$ cat src/rtl/mem_port_arbiter_if.sv
// rtl/mem_port_arbiter_if.sv - fetch, data and shared-memory ports of the arbiter
interface mem_port_arbiter_if #(
  parameter int ADDR_WIDTH = 32,
  parameter int DATA_WIDTH = 32
);
  logic                  if_req_i;
  logic [ADDR_WIDTH-1:0] if_addr_i;
  logic                  if_gnt_o;
  logic                  if_rvalid_o;
  logic [DATA_WIDTH-1:0] if_rdata_o;

  logic                  dm_req_i;
  logic                  dm_we_i;
  logic [3:0]            dm_be_i;
  logic [ADDR_WIDTH-1:0] dm_addr_i;
  logic [DATA_WIDTH-1:0] dm_wdata_i;
  logic                  dm_gnt_o;
  logic                  dm_rvalid_o;
  logic [DATA_WIDTH-1:0] dm_rdata_o;

  logic                  mem_req_o;
  logic                  mem_we_o;
  logic [3:0]            mem_be_o;
  logic [ADDR_WIDTH-1:0] mem_addr_o;
  logic [DATA_WIDTH-1:0] mem_wdata_o;
  logic                  mem_ack_i;
  logic [DATA_WIDTH-1:0] mem_rdata_i;

  logic                  busy_o;

  // master: the arbiter itself; slave: pipeline stages plus memory model
  modport master (
    input  if_req_i, if_addr_i,
    output if_gnt_o, if_rvalid_o, if_rdata_o,
    input  dm_req_i, dm_we_i, dm_be_i, dm_addr_i, dm_wdata_i,
    output dm_gnt_o, dm_rvalid_o, dm_rdata_o,
    output mem_req_o, mem_we_o, mem_be_o, mem_addr_o, mem_wdata_o,
    input  mem_ack_i, mem_rdata_i,
    output busy_o
  );

  modport slave (
    output if_req_i, if_addr_i,
    input  if_gnt_o, if_rvalid_o, if_rdata_o,
    output dm_req_i, dm_we_i, dm_be_i, dm_addr_i, dm_wdata_i,
    input  dm_gnt_o, dm_rvalid_o, dm_rdata_o,
    input  mem_req_o, mem_we_o, mem_be_o, mem_addr_o, mem_wdata_o,
    output mem_ack_i, mem_rdata_i,
    input  busy_o
  );
endinterface

$ cat src/rtl/mem_port_arbiter.sv
// rtl/mem_port_arbiter.sv - data-priority arbiter of fetch and data ports onto one memory
module mem_port_arbiter #(
  parameter int ADDR_WIDTH = 32,
  parameter int DATA_WIDTH = 32,
  parameter int STARVE_MAX = 4
) (
  input  logic              clk,
  input  logic              rst_n,
  mem_port_arbiter_if.master bus
);
  localparam logic [1:0] IDLE   = 2'd0;
  localparam logic [1:0] BUSY_I = 2'd1;
  localparam logic [1:0] BUSY_D = 2'd2;
  localparam logic [3:0] STARVE_LIM = 4'(STARVE_MAX);

  logic [1:0]            state_q, state_d;
  logic [3:0]            starve_cnt_q, starve_cnt_d;
  logic                  mem_req_q, mem_req_d;
  logic                  mem_we_q, mem_we_d;
  logic [3:0]            mem_be_q, mem_be_d;
  logic [ADDR_WIDTH-1:0] mem_addr_q, mem_addr_d;
  logic [DATA_WIDTH-1:0] mem_wdata_q, mem_wdata_d;
  logic                  if_rvalid_q, if_rvalid_d;
  logic                  dm_rvalid_q, dm_rvalid_d;
  logic [DATA_WIDTH-1:0] if_rdata_q, if_rdata_d;
  logic [DATA_WIDTH-1:0] dm_rdata_q, dm_rdata_d;

  logic idle;
  logic grant_d;
  logic grant_i;

  // fetch overrides data only once it has watched STARVE_MAX data grants go by
  assign idle    = (state_q == IDLE);
  assign grant_d = idle && bus.dm_req_i && !(bus.if_req_i && (starve_cnt_q == STARVE_LIM));
  assign grant_i = idle && bus.if_req_i && !grant_d;

  always_comb begin
    state_d      = state_q;
    starve_cnt_d = starve_cnt_q;
    mem_req_d    = mem_req_q;
    mem_we_d     = mem_we_q;
    mem_be_d     = mem_be_q;
    mem_addr_d   = mem_addr_q;
    mem_wdata_d  = mem_wdata_q;
    if_rvalid_d  = 1'b0;
    dm_rvalid_d  = 1'b0;
    if_rdata_d   = if_rdata_q;
    dm_rdata_d   = dm_rdata_q;

    case (state_q)
      IDLE: begin
        if (grant_d) begin
          state_d     = BUSY_D;
          mem_req_d   = 1'b1;
          mem_we_d    = bus.dm_we_i;
          mem_be_d    = bus.dm_be_i;
          mem_addr_d  = bus.dm_addr_i;
          mem_wdata_d = bus.dm_wdata_i;
          if (!bus.if_req_i) begin
            starve_cnt_d = 4'd0;
          end else if (starve_cnt_q != STARVE_LIM) begin
            starve_cnt_d = starve_cnt_q + 4'd1;
          end
        end else if (grant_i) begin
          state_d      = BUSY_I;
          mem_req_d    = 1'b1;
          mem_we_d     = 1'b0;
          mem_be_d     = 4'hF;
          mem_addr_d   = bus.if_addr_i;
          mem_wdata_d  = '0;
          starve_cnt_d = 4'd0;
        end
      end
      BUSY_I: begin
        if (bus.mem_ack_i) begin
          state_d     = IDLE;
          mem_req_d   = 1'b0;
          if_rvalid_d = 1'b1;
          if_rdata_d  = bus.mem_rdata_i;
        end
      end
      BUSY_D: begin
        if (bus.mem_ack_i) begin
          state_d     = IDLE;
          mem_req_d   = 1'b0;
          dm_rvalid_d = 1'b1;
          if (!mem_we_q) begin
            dm_rdata_d = bus.mem_rdata_i;
          end
        end
      end
      default: begin
        state_d   = IDLE;
        mem_req_d = 1'b0;
      end
    endcase
  end

  always_ff @(posedge clk or negedge rst_n) begin
    if (!rst_n) begin
      state_q      <= IDLE;
      starve_cnt_q <= 4'd0;
      mem_req_q    <= 1'b0;
      mem_we_q     <= 1'b0;
      mem_be_q     <= 4'd0;
      mem_addr_q   <= '0;
      mem_wdata_q  <= '0;
      if_rvalid_q  <= 1'b0;
      dm_rvalid_q  <= 1'b0;
      if_rdata_q   <= '0;
      dm_rdata_q   <= '0;
    end else begin
      state_q      <= state_d;
      starve_cnt_q <= starve_cnt_d;
      mem_req_q    <= mem_req_d;
      mem_we_q     <= mem_we_d;
      mem_be_q     <= mem_be_d;
      mem_addr_q   <= mem_addr_d;
      mem_wdata_q  <= mem_wdata_d;
      if_rvalid_q  <= if_rvalid_d;
      dm_rvalid_q  <= dm_rvalid_d;
      if_rdata_q   <= if_rdata_d;
      dm_rdata_q   <= dm_rdata_d;
    end
  end

  assign bus.if_gnt_o    = grant_i;
  assign bus.dm_gnt_o    = grant_d;
  assign bus.if_rvalid_o = if_rvalid_q;
  assign bus.if_rdata_o  = if_rdata_q;
  assign bus.dm_rvalid_o = dm_rvalid_q;
  assign bus.dm_rdata_o  = dm_rdata_q;
  assign bus.mem_req_o   = mem_req_q;
  assign bus.mem_we_o    = mem_we_q;
  assign bus.mem_be_o    = mem_be_q;
  assign bus.mem_addr_o  = mem_addr_q;
  assign bus.mem_wdata_o = mem_wdata_q;
  assign bus.busy_o      = !idle;
endmodule

$ cat src/flat_wrapper.sv
// flat-port wrapper written by rule: the top's interface ports become plain ports
module mem_port_arbiter_flat 
#(
  parameter int ADDR_WIDTH = 32,
  parameter int DATA_WIDTH = 32,
  parameter int STARVE_MAX = 4
)
  (clk, rst_n, bus_if_req_i, bus_if_addr_i, bus_if_gnt_o, bus_if_rvalid_o, bus_if_rdata_o, bus_dm_req_i, bus_dm_we_i, bus_dm_be_i, bus_dm_addr_i, bus_dm_wdata_i, bus_dm_gnt_o, bus_dm_rvalid_o, bus_dm_rdata_o, bus_mem_req_o, bus_mem_we_o, bus_mem_be_o, bus_mem_addr_o, bus_mem_wdata_o, bus_mem_ack_i, bus_mem_rdata_i, bus_busy_o);
  mem_port_arbiter_if #(.ADDR_WIDTH(ADDR_WIDTH), .DATA_WIDTH(DATA_WIDTH)) bus_i ();
  input  logic clk;
  input  logic rst_n;
  input wire logic [$bits(bus_i.if_req_i)-1:0] bus_if_req_i;
  input wire logic [$bits(bus_i.if_addr_i)-1:0] bus_if_addr_i;
  output wire logic [$bits(bus_i.if_gnt_o)-1:0] bus_if_gnt_o;
  output wire logic [$bits(bus_i.if_rvalid_o)-1:0] bus_if_rvalid_o;
  output wire logic [$bits(bus_i.if_rdata_o)-1:0] bus_if_rdata_o;
  input wire logic [$bits(bus_i.dm_req_i)-1:0] bus_dm_req_i;
  input wire logic [$bits(bus_i.dm_we_i)-1:0] bus_dm_we_i;
  input wire logic [$bits(bus_i.dm_be_i)-1:0] bus_dm_be_i;
  input wire logic [$bits(bus_i.dm_addr_i)-1:0] bus_dm_addr_i;
  input wire logic [$bits(bus_i.dm_wdata_i)-1:0] bus_dm_wdata_i;
  output wire logic [$bits(bus_i.dm_gnt_o)-1:0] bus_dm_gnt_o;
  output wire logic [$bits(bus_i.dm_rvalid_o)-1:0] bus_dm_rvalid_o;
  output wire logic [$bits(bus_i.dm_rdata_o)-1:0] bus_dm_rdata_o;
  output wire logic [$bits(bus_i.mem_req_o)-1:0] bus_mem_req_o;
  output wire logic [$bits(bus_i.mem_we_o)-1:0] bus_mem_we_o;
  output wire logic [$bits(bus_i.mem_be_o)-1:0] bus_mem_be_o;
  output wire logic [$bits(bus_i.mem_addr_o)-1:0] bus_mem_addr_o;
  output wire logic [$bits(bus_i.mem_wdata_o)-1:0] bus_mem_wdata_o;
  input wire logic [$bits(bus_i.mem_ack_i)-1:0] bus_mem_ack_i;
  input wire logic [$bits(bus_i.mem_rdata_i)-1:0] bus_mem_rdata_i;
  output wire logic [$bits(bus_i.busy_o)-1:0] bus_busy_o;
  assign bus_i.if_req_i = bus_if_req_i;
  assign bus_i.if_addr_i = bus_if_addr_i;
  assign bus_if_gnt_o = bus_i.if_gnt_o;
  assign bus_if_rvalid_o = bus_i.if_rvalid_o;
  assign bus_if_rdata_o = bus_i.if_rdata_o;
  assign bus_i.dm_req_i = bus_dm_req_i;
  assign bus_i.dm_we_i = bus_dm_we_i;
  assign bus_i.dm_be_i = bus_dm_be_i;
  assign bus_i.dm_addr_i = bus_dm_addr_i;
  assign bus_i.dm_wdata_i = bus_dm_wdata_i;
  assign bus_dm_gnt_o = bus_i.dm_gnt_o;
  assign bus_dm_rvalid_o = bus_i.dm_rvalid_o;
  assign bus_dm_rdata_o = bus_i.dm_rdata_o;
  assign bus_mem_req_o = bus_i.mem_req_o;
  assign bus_mem_we_o = bus_i.mem_we_o;
  assign bus_mem_be_o = bus_i.mem_be_o;
  assign bus_mem_addr_o = bus_i.mem_addr_o;
  assign bus_mem_wdata_o = bus_i.mem_wdata_o;
  assign bus_i.mem_ack_i = bus_mem_ack_i;
  assign bus_i.mem_rdata_i = bus_mem_rdata_i;
  assign bus_busy_o = bus_i.busy_o;
  mem_port_arbiter #(.ADDR_WIDTH(ADDR_WIDTH), .DATA_WIDTH(DATA_WIDTH), .STARVE_MAX(STARVE_MAX)) u_core (.clk(clk), .rst_n(rst_n), .bus(bus_i));
endmodule
$ cat config.mk
export PLATFORM = sky130hd
export DESIGN_NAME = mem_port_arbiter_flat
export DESIGN_NICKNAME = d
export VERILOG_FILES = /design/src/rtl/mem_port_arbiter_if.sv /design/src/rtl/mem_port_arbiter.sv /design/src/flat_wrapper.sv
export SDC_FILE = /design/constraint.sdc
export NUM_CORES = 1
export LEC_CHECK = 0
export BUFFER_PORTS_ARGS = -buffer_cell sky130_fd_sc_hd__clkbuf_2
export CAP_MARGIN = 20
export CORE_MARGIN = 4
export CORE_UTILIZATION = 42
export DETAILED_ROUTE_END_ITERATION = 6
export PLACE_DENSITY = 0.87
export SYNTH_ARGS = -nofsm -noshare
export SYNTH_HDL_FRONTEND = slang
export SYNTH_SLANG_ARGS = --single-unit
$ cat constraint.sdc
create_clock -name clk -period 1.8 [get_ports clk]
set_clock_uncertainty 0.05 [all_clocks]
set_input_delay 0.54 -clock clk [delete_from_list [all_inputs] [get_ports clk]]
set_output_delay 0.54 -clock clk [all_outputs]
set_load 0.005 [all_outputs]
==> flow_metrics.tcl, run 1 <==
set metrics [dict create \
    place_hpwl_mm 11.1 \
    wl_per_cell_um 17.9 \
    diodes 0 \
    tightest_slew_ps 420 \
    drt_iter0_markers 127 \
    rr_worst_depth 8 \
    netlist_instances 374 \
    hold_viol 0 \
    reg2reg_from "u_core.starve_cnt_q[1]$_DFFE_PN0P_" \
    critPathBufInv 3 \
    fin_crit_sh_pct 120 \
    numCtsBuffers 17 \
    final_area_um2 8760 \
    synth-edff-count 0 \
    core_area_um2 13900 \
    powerDensity_nw_per_um2 1870 \
    r2r_end "u_core.bus.mem_addr_o[21]$_DFFE_PN0P_" \
    crit_chain "inv_2, ha_4, nand3b_4, o211ai_4, inv_2, nor2_4, clkbuf_2" \
    ir_drop_mv 0.994 \
    critPathTopFamily "flip-flops" \
    grt_remaining_overflow 0 \
    layout.cells.non_filler 882 \
    num_rows 43 \
    grt_max_degree 41 \
    final_nets 832 \
    synth_warnings 0 \
    violations "negative setup slack" \
    async_flop_share_pct 100 \
    firstDrtPassIters 4 \
    syn_to_final_growth_pct 46.7 \
    cp.arrival_ps 1580 \
    mappedNetlistNets 517 \
    hold_depth 2 \
    post-route-min-period_ps 2170 \
    finalHoldWorstSlack_ps 304 \
    synthDistinctLibCells 30 \
    n_fill_cell 1045 \
    post-synth-top-area-cell "dfrtp_1" \
    grt_antenna_before_repair 0 \
    fmax_ghz 0.462 \
    crit_top_cell "inv_2" \
    cp-end-kind "output port" \
    r2r_slack_ps -100 \
    track_usage_pct 18.2 \
    tns_ps -2470 \
    setup_viol 35 \
    start_util_pct 43.0 \
    slew_headroom_pct 71.9 \
    dieArea_um2 16200 \
    hold_class "in2reg" \
    cts.path.max_buffers 2 \
    ant_nets 0 \
    hold_start "bus_dm_wdata_i[26]" \
    num_vias 4334 \
    dp.cells 834 \
    holdPathEnd "u_core.bus.mem_wdata_o[26]$_DFFE_PN0P_" \
    synth_area_leaders "dfrtp_1, mux2_2, mux2_4" \
    ys_seq_area_share_pct 59.5 \
    netlist_area_um2 5970 \
    clock_sinks 142 \
    drcViolationCount 0 \
    drive_gt1_share_pct 70.1 \
    slowest_stage "dfrtp_1" \
    cts_tree "yes" \
    grt_pass1_vias 4640 \
    die_w_um 127 \
    status "finished, violations left" \
    crit_fanout 3 \
    cts.clk_slew.worst_paths_ps 60 \
    insertion_delay_ps 400 \
    final_util_pct 63.1 \
    synthFlopType "dfrtp_1" \
    root_buffer "clkbuf_16" \
    rsz0062_at_grt "yes" \
    viasPerCell 4.91 \
    syn_area_per_cell_um2 16.0 \
    max_stage_delay_ps 390 \
    wl_mm 15.8 \
    p_leak_nw 4.71 \
    slew_violations 0 \
    grt_pass1_wl_mm 23.3 \
    critical_path_class "reg2out" \
    placedInstanceArea_um2 7740 \
    cap_violations 0 \
    required_ps 1210 \
    portBuffers 276 \
    die_h_um 127 \
    layout_setup_ws_ps -365 \
    gp_congestion 0.829 \
    yosys_register_bits 142 \
    io_pins 277 \
    yosys.area.top_type_share_pct 59.5 \
    critPathLaunchType "flip-flop" \
    h-tree-depth 4 \
]
synth_stat cells (all sizes together) (3+ instances only):
library cell	count
dfrtp	142
mux2	128
a22o	33
buf	20
inv	10
ha	5
o22a	5
nand2	4
nor2	4
o21ai	4
a21oi	3
power by group:
part | switching [W] | internal, W | leakage [nW]
Clock | 0.00132 | 0.00237 | 0.310
Sequential | 0.000906 | 0.00473 | 1.72
Combinational | 0.00267 | 0.00436 | 2.69
worst register-to-register path: stages (launching register included):
cell and delay, ps:
dfrtp_1 390, inv_2 80, ha_4 140, nand3b_4 100, o211ai_4 210, buf_4 150
buf_8 140, clkbuf_16 220, mux2_4 320
kinds of logic after synthesis:
kind of cell | synth area share, %
AOI/OAI and AO/OA | 6.94
and+or+nand+nor | 1.78
buffers and inverters | 3.23
adders and majority gates | 1.05
muxes | 27.5
DFF | 59.5
cell type report:
type                       instances  area (um2)  area share (%)
inverter                          10        37.5           0.429
sequential                       142        3550            40.6
tap                              180         225            2.57
clock buffer                      23         498            5.69
clock inverter                     9         130            1.49
timing repair buffer             317        1920            21.9
multi-input combinational        201        2390            27.3
layer usage:
layer | GRT usage [%] | part of all wire (%)
met2 | 31.9 | 51
met4 | 7.38 | 1.7
met3 | 4.56 | 6.8
met1 | 21.5 | 40
met5 | 0 | 0
worst max path at each step:
stage / startpoint / to / slack [ps] / cells past startpoint
after floorplan: u_core.starve_cnt_q[0]$_DFFE_PN0P_ / bus_if_gnt_o / -40 / 7
after global placement: u_core.starve_cnt_q[1]$_DFFE_PN0P_ / bus_if_gnt_o / 2 / 7
after detailed placement: u_core.starve_cnt_q[1]$_DFFE_PN0P_ / bus_if_gnt_o / -30 / 7
after CTS: u_core.starve_cnt_q[0]$_DFFE_PN0P_ / bus_if_gnt_o / -400 / 7
after global routing: u_core.starve_cnt_q[1]$_DFFE_PN0P_ / bus_if_gnt_o / -470 / 7
final: u_core.starve_cnt_q[1]$_DFFE_PN0P_ / bus_if_gnt_o / -370 / 7
flip-flops by register name, summed over array words and instances, names as in the netlist, 2 cells and up:
register	cells
u_core.bus.if_rdata_o	32
u_core.bus.mem_be_o	4
u_core.state_q	2
u_core.bus.mem_addr_o	32
u_core.starve_cnt_q	4
u_core.bus.mem_wdata_o	32
u_core.bus.dm_rdata_o	32
cell usage in the layout, fill, tap and decap left out, types with 3 or more instances in the layout:
cell type,netlist,final
a21oi_1,3,3
a22o_1,33,33
buf_12,0,8
buf_4,0,23
buf_6,5,3
bufinv_16,0,3
clkbuf_16,0,22
clkbuf_2,0,274
clkbuf_8,0,5
clkinv_2,0,3
dfrtp_1,142,142
ha_4,0,3
inv_1,8,3
inv_2,2,7
mux2_2,74,48
mux2_4,53,80
nand2_1,3,3
nor2_1,4,3
o21ai_0,3,3
o22a_1,5,5
through the flow:
step / total power (W) / worst slack [ps]
detailed placement: 0.0119 / -27.2
finish: 0.0164 / -365
global route: 0.0173 / -472
global placement: 0.0116 / 2.46
floorplan: 0.00921 / -39.8
CTS: 0.0158 / -402
timing repair:
action	in CTS	in global routing
pin swaps	2	3
endpoints found under the hold margin	25	0
setup endpoints to repair	16	46
resized for setup	10	37
gates cloned	0	7
buffers inserted	4	4
hold buffers	1	0
(Power assumes the default switching activity.)
==> inputs of run 2 (changes only) <==
--- a/config.mk
+++ b/config.mk
@@ -8,9 +8,11 @@
 export BUFFER_PORTS_ARGS = -buffer_cell sky130_fd_sc_hd__clkbuf_2
 export CAP_MARGIN = 20
 export CORE_MARGIN = 4
-export CORE_UTILIZATION = 42
+export CORE_UTILIZATION = 35
+export CTS_CLUSTER_SIZE = 20
 export DETAILED_ROUTE_END_ITERATION = 6
-export PLACE_DENSITY = 0.87
+export PLACE_DENSITY = 0.76
+export RECOVER_POWER = 100
 export SYNTH_ARGS = -nofsm -noshare
 export SYNTH_HDL_FRONTEND = slang
 export SYNTH_SLANG_ARGS = --single-unit
==> run 2 against run 1 <==
Against the previous run: the flow still finishes with violations (negative setup slack); global-route usage fell by 2.2 points; power fell by 4.4%; sequential power fell by 0.7%; register-to-register slack improved by 70 ps; setup slack improved by 40 ps; cell count rose by 3.6%; critical endpoint unchanged; largest cell class unchanged; largest power group unchanged.
==> flow_metrics.tcl, run 2 (same netlist as run 1, synthesis figures left out) <==
set metrics [dict create \
    status "finished, violations left" \
    violations "negative setup slack" \
    layout_setup_ws_ps -325 \
    cts.path.max_buffers 2 \
    mostFrequentLayoutCells "clkbuf_2, dfrtp_1, clkbuf_1, mux2_2, mux2_4" \
    final_area_um2 8490 \
    die_h_um 139 \
    firstDrtPassIters 4 \
    finalHoldWorstSlack_ps 309 \
    hold_viol 0 \
    hold_class "in2reg" \
    crit_fanout 3 \
    setup_viol 33 \
    hold_start "bus_dm_wdata_i[30]" \
    fin_crit_sh_pct 118 \
    tightest_slew_ps 877 \
    grt_antenna_before_repair 0 \
    wl_per_cell_um 17.0 \
    critPathTopFamily "flip-flops" \
    crit_top_cell "inv_2" \
    critPathLaunchType "flip-flop" \
    portBuffers 276 \
    startpoint "u_core.starve_cnt_q[0]$_DFFE_PN0P_" \
    ir_drop_mv 0.822 \
    grt_max_degree 45 \
    ant_nets 0 \
    final_util_pct 51.0 \
    dieArea_um2 19200 \
    critical_path_class "reg2out" \
    syn_to_final_growth_pct 42.2 \
    final_nets 826 \
    p_total_w 0.0156 \
    viasPerCell 4.72 \
    drive_gt1_share_pct 56.9 \
    rsz0062_at_grt "yes" \
    core_area_um2 16600 \
    powerDensity_nw_per_um2 1840 \
    n_fill_cell 1491 \
    tns_ps -1080 \
    cap_violations 0 \
    required_ps 1210 \
    reg2reg_from "u_core.state_q[1]$_DFFE_PN0P_" \
    track_usage_pct 16.0 \
    r2r_slack_ps -30 \
    cp-end-kind "output port" \
    drcViolationCount 0 \
    io_pins 277 \
    layout_commonest_cell "clkbuf_2" \
    wl_mm 15.6 \
    grt_pass1_wl_mm 24.7 \
    cts.clk_slew.worst_paths_ps 60 \
    post-route-min-period_ps 2130 \
    cts_tree "yes" \
    num_vias 4315 \
    root_buffer "clkbuf_16" \
    p_leak_nw 4.27 \
    num_rows 47 \
    slowest_stage "dfrtp_1" \
    h-tree-depth 4 \
    grt_pass1_vias 4793 \
    insertion_delay_ps 400 \
    die_w_um 139 \
    critPathBufInv 3 \
    grt_remaining_overflow 0 \
    cp.arrival_ps 1540 \
    placedInstanceArea_um2 7760 \
    start_util_pct 35.9 \
    clock_sinks 142 \
    gp_congestion 0.783 \
    max_stage_delay_ps 400 \
    place_hpwl_mm 11.2 \
    fmax_ghz 0.471 \
    slew_violations 0 \
    numCtsBuffers 17 \
    drt_iter0_markers 104 \
    slew_headroom_pct 41.5 \
    diodes 0 \
    crit_chain "inv_2, ha_4, nand3b_4, o211ai_4, inv_2, nor2_4, clkbuf_2" \
]
## run 2: per-stage QoR
| step | std cells | setup WS [ps] |
|---|---|---|
| after global routing | 914 | -425 |
| after CTS | 909 | -335 |
| final | 914 | -325 |
| after global placement | 872 | -1.23 |
| after floorplan | 374 | -39.8 |
| after detailed placement | 872 | -20.4 |
## run 2: path summary, 6_finish.rpt
kind / endpoint / depth (start not counted)
max in group asynchronous: u_core.bus.mem_addr_o[24]$_DFFE_PN0P_ / 3
setup reg to reg: u_core.bus.if_rdata_o[14]$_DFFE_PN0P_ / 6
hold / removal: u_core.bus.mem_wdata_o[30]$_DFFE_PN0P_ / 2
setup / recovery: bus_if_gnt_o / 7
hold reg to reg: u_core.bus.mem_be_o[2]$_DFFE_PN0P_ / 1
min in group asynchronous: u_core.bus.if_rdata_o[9]$_DFFE_PN0P_ / 2
## run 2: layer usage
metal | global-route usage, % | routed length, um | vias to the layer above
met2 | 27.2 | 7860 | 178
li1 | - | - | 1974
met3 | 4.76 | 1090 | 26
met4 | 5.98 | 356 | 0
met1 | 19.2 | 6250 | 2137
met5 | 0 | 0 | -
## run 2: repair_timing
item                                    CTS  global route
hold endpoints to repair                 28             0
endpoints found under the setup margin   13            61
gates cloned                              1             3
gates resized for setup                  12            15
hold buffers                              1             0
pin swaps                                 3             1
buffers inserted                          5             4
## run 2: area by class of cell
cell class              instances  area (um2)  share of cell area (%)
clock buffers                  21         470                    5.54
clock inverters                 9         136                    1.61
inverters                      10        40.0                   0.472
multi-input cells             201        2320                    27.4
flip-flops and latches        142        3550                    41.9
well taps                     220         275                    3.24
repair buffers                311        1690                    19.9
## run 2: power by group
group	switching, W	internal [W]	total, W
sequential	0.000865	0.00473	0.00560
combinational	0.00262	0.00384	0.00646
clock	0.00130	0.00228	0.00359
total	0.00478	0.0109	0.0156
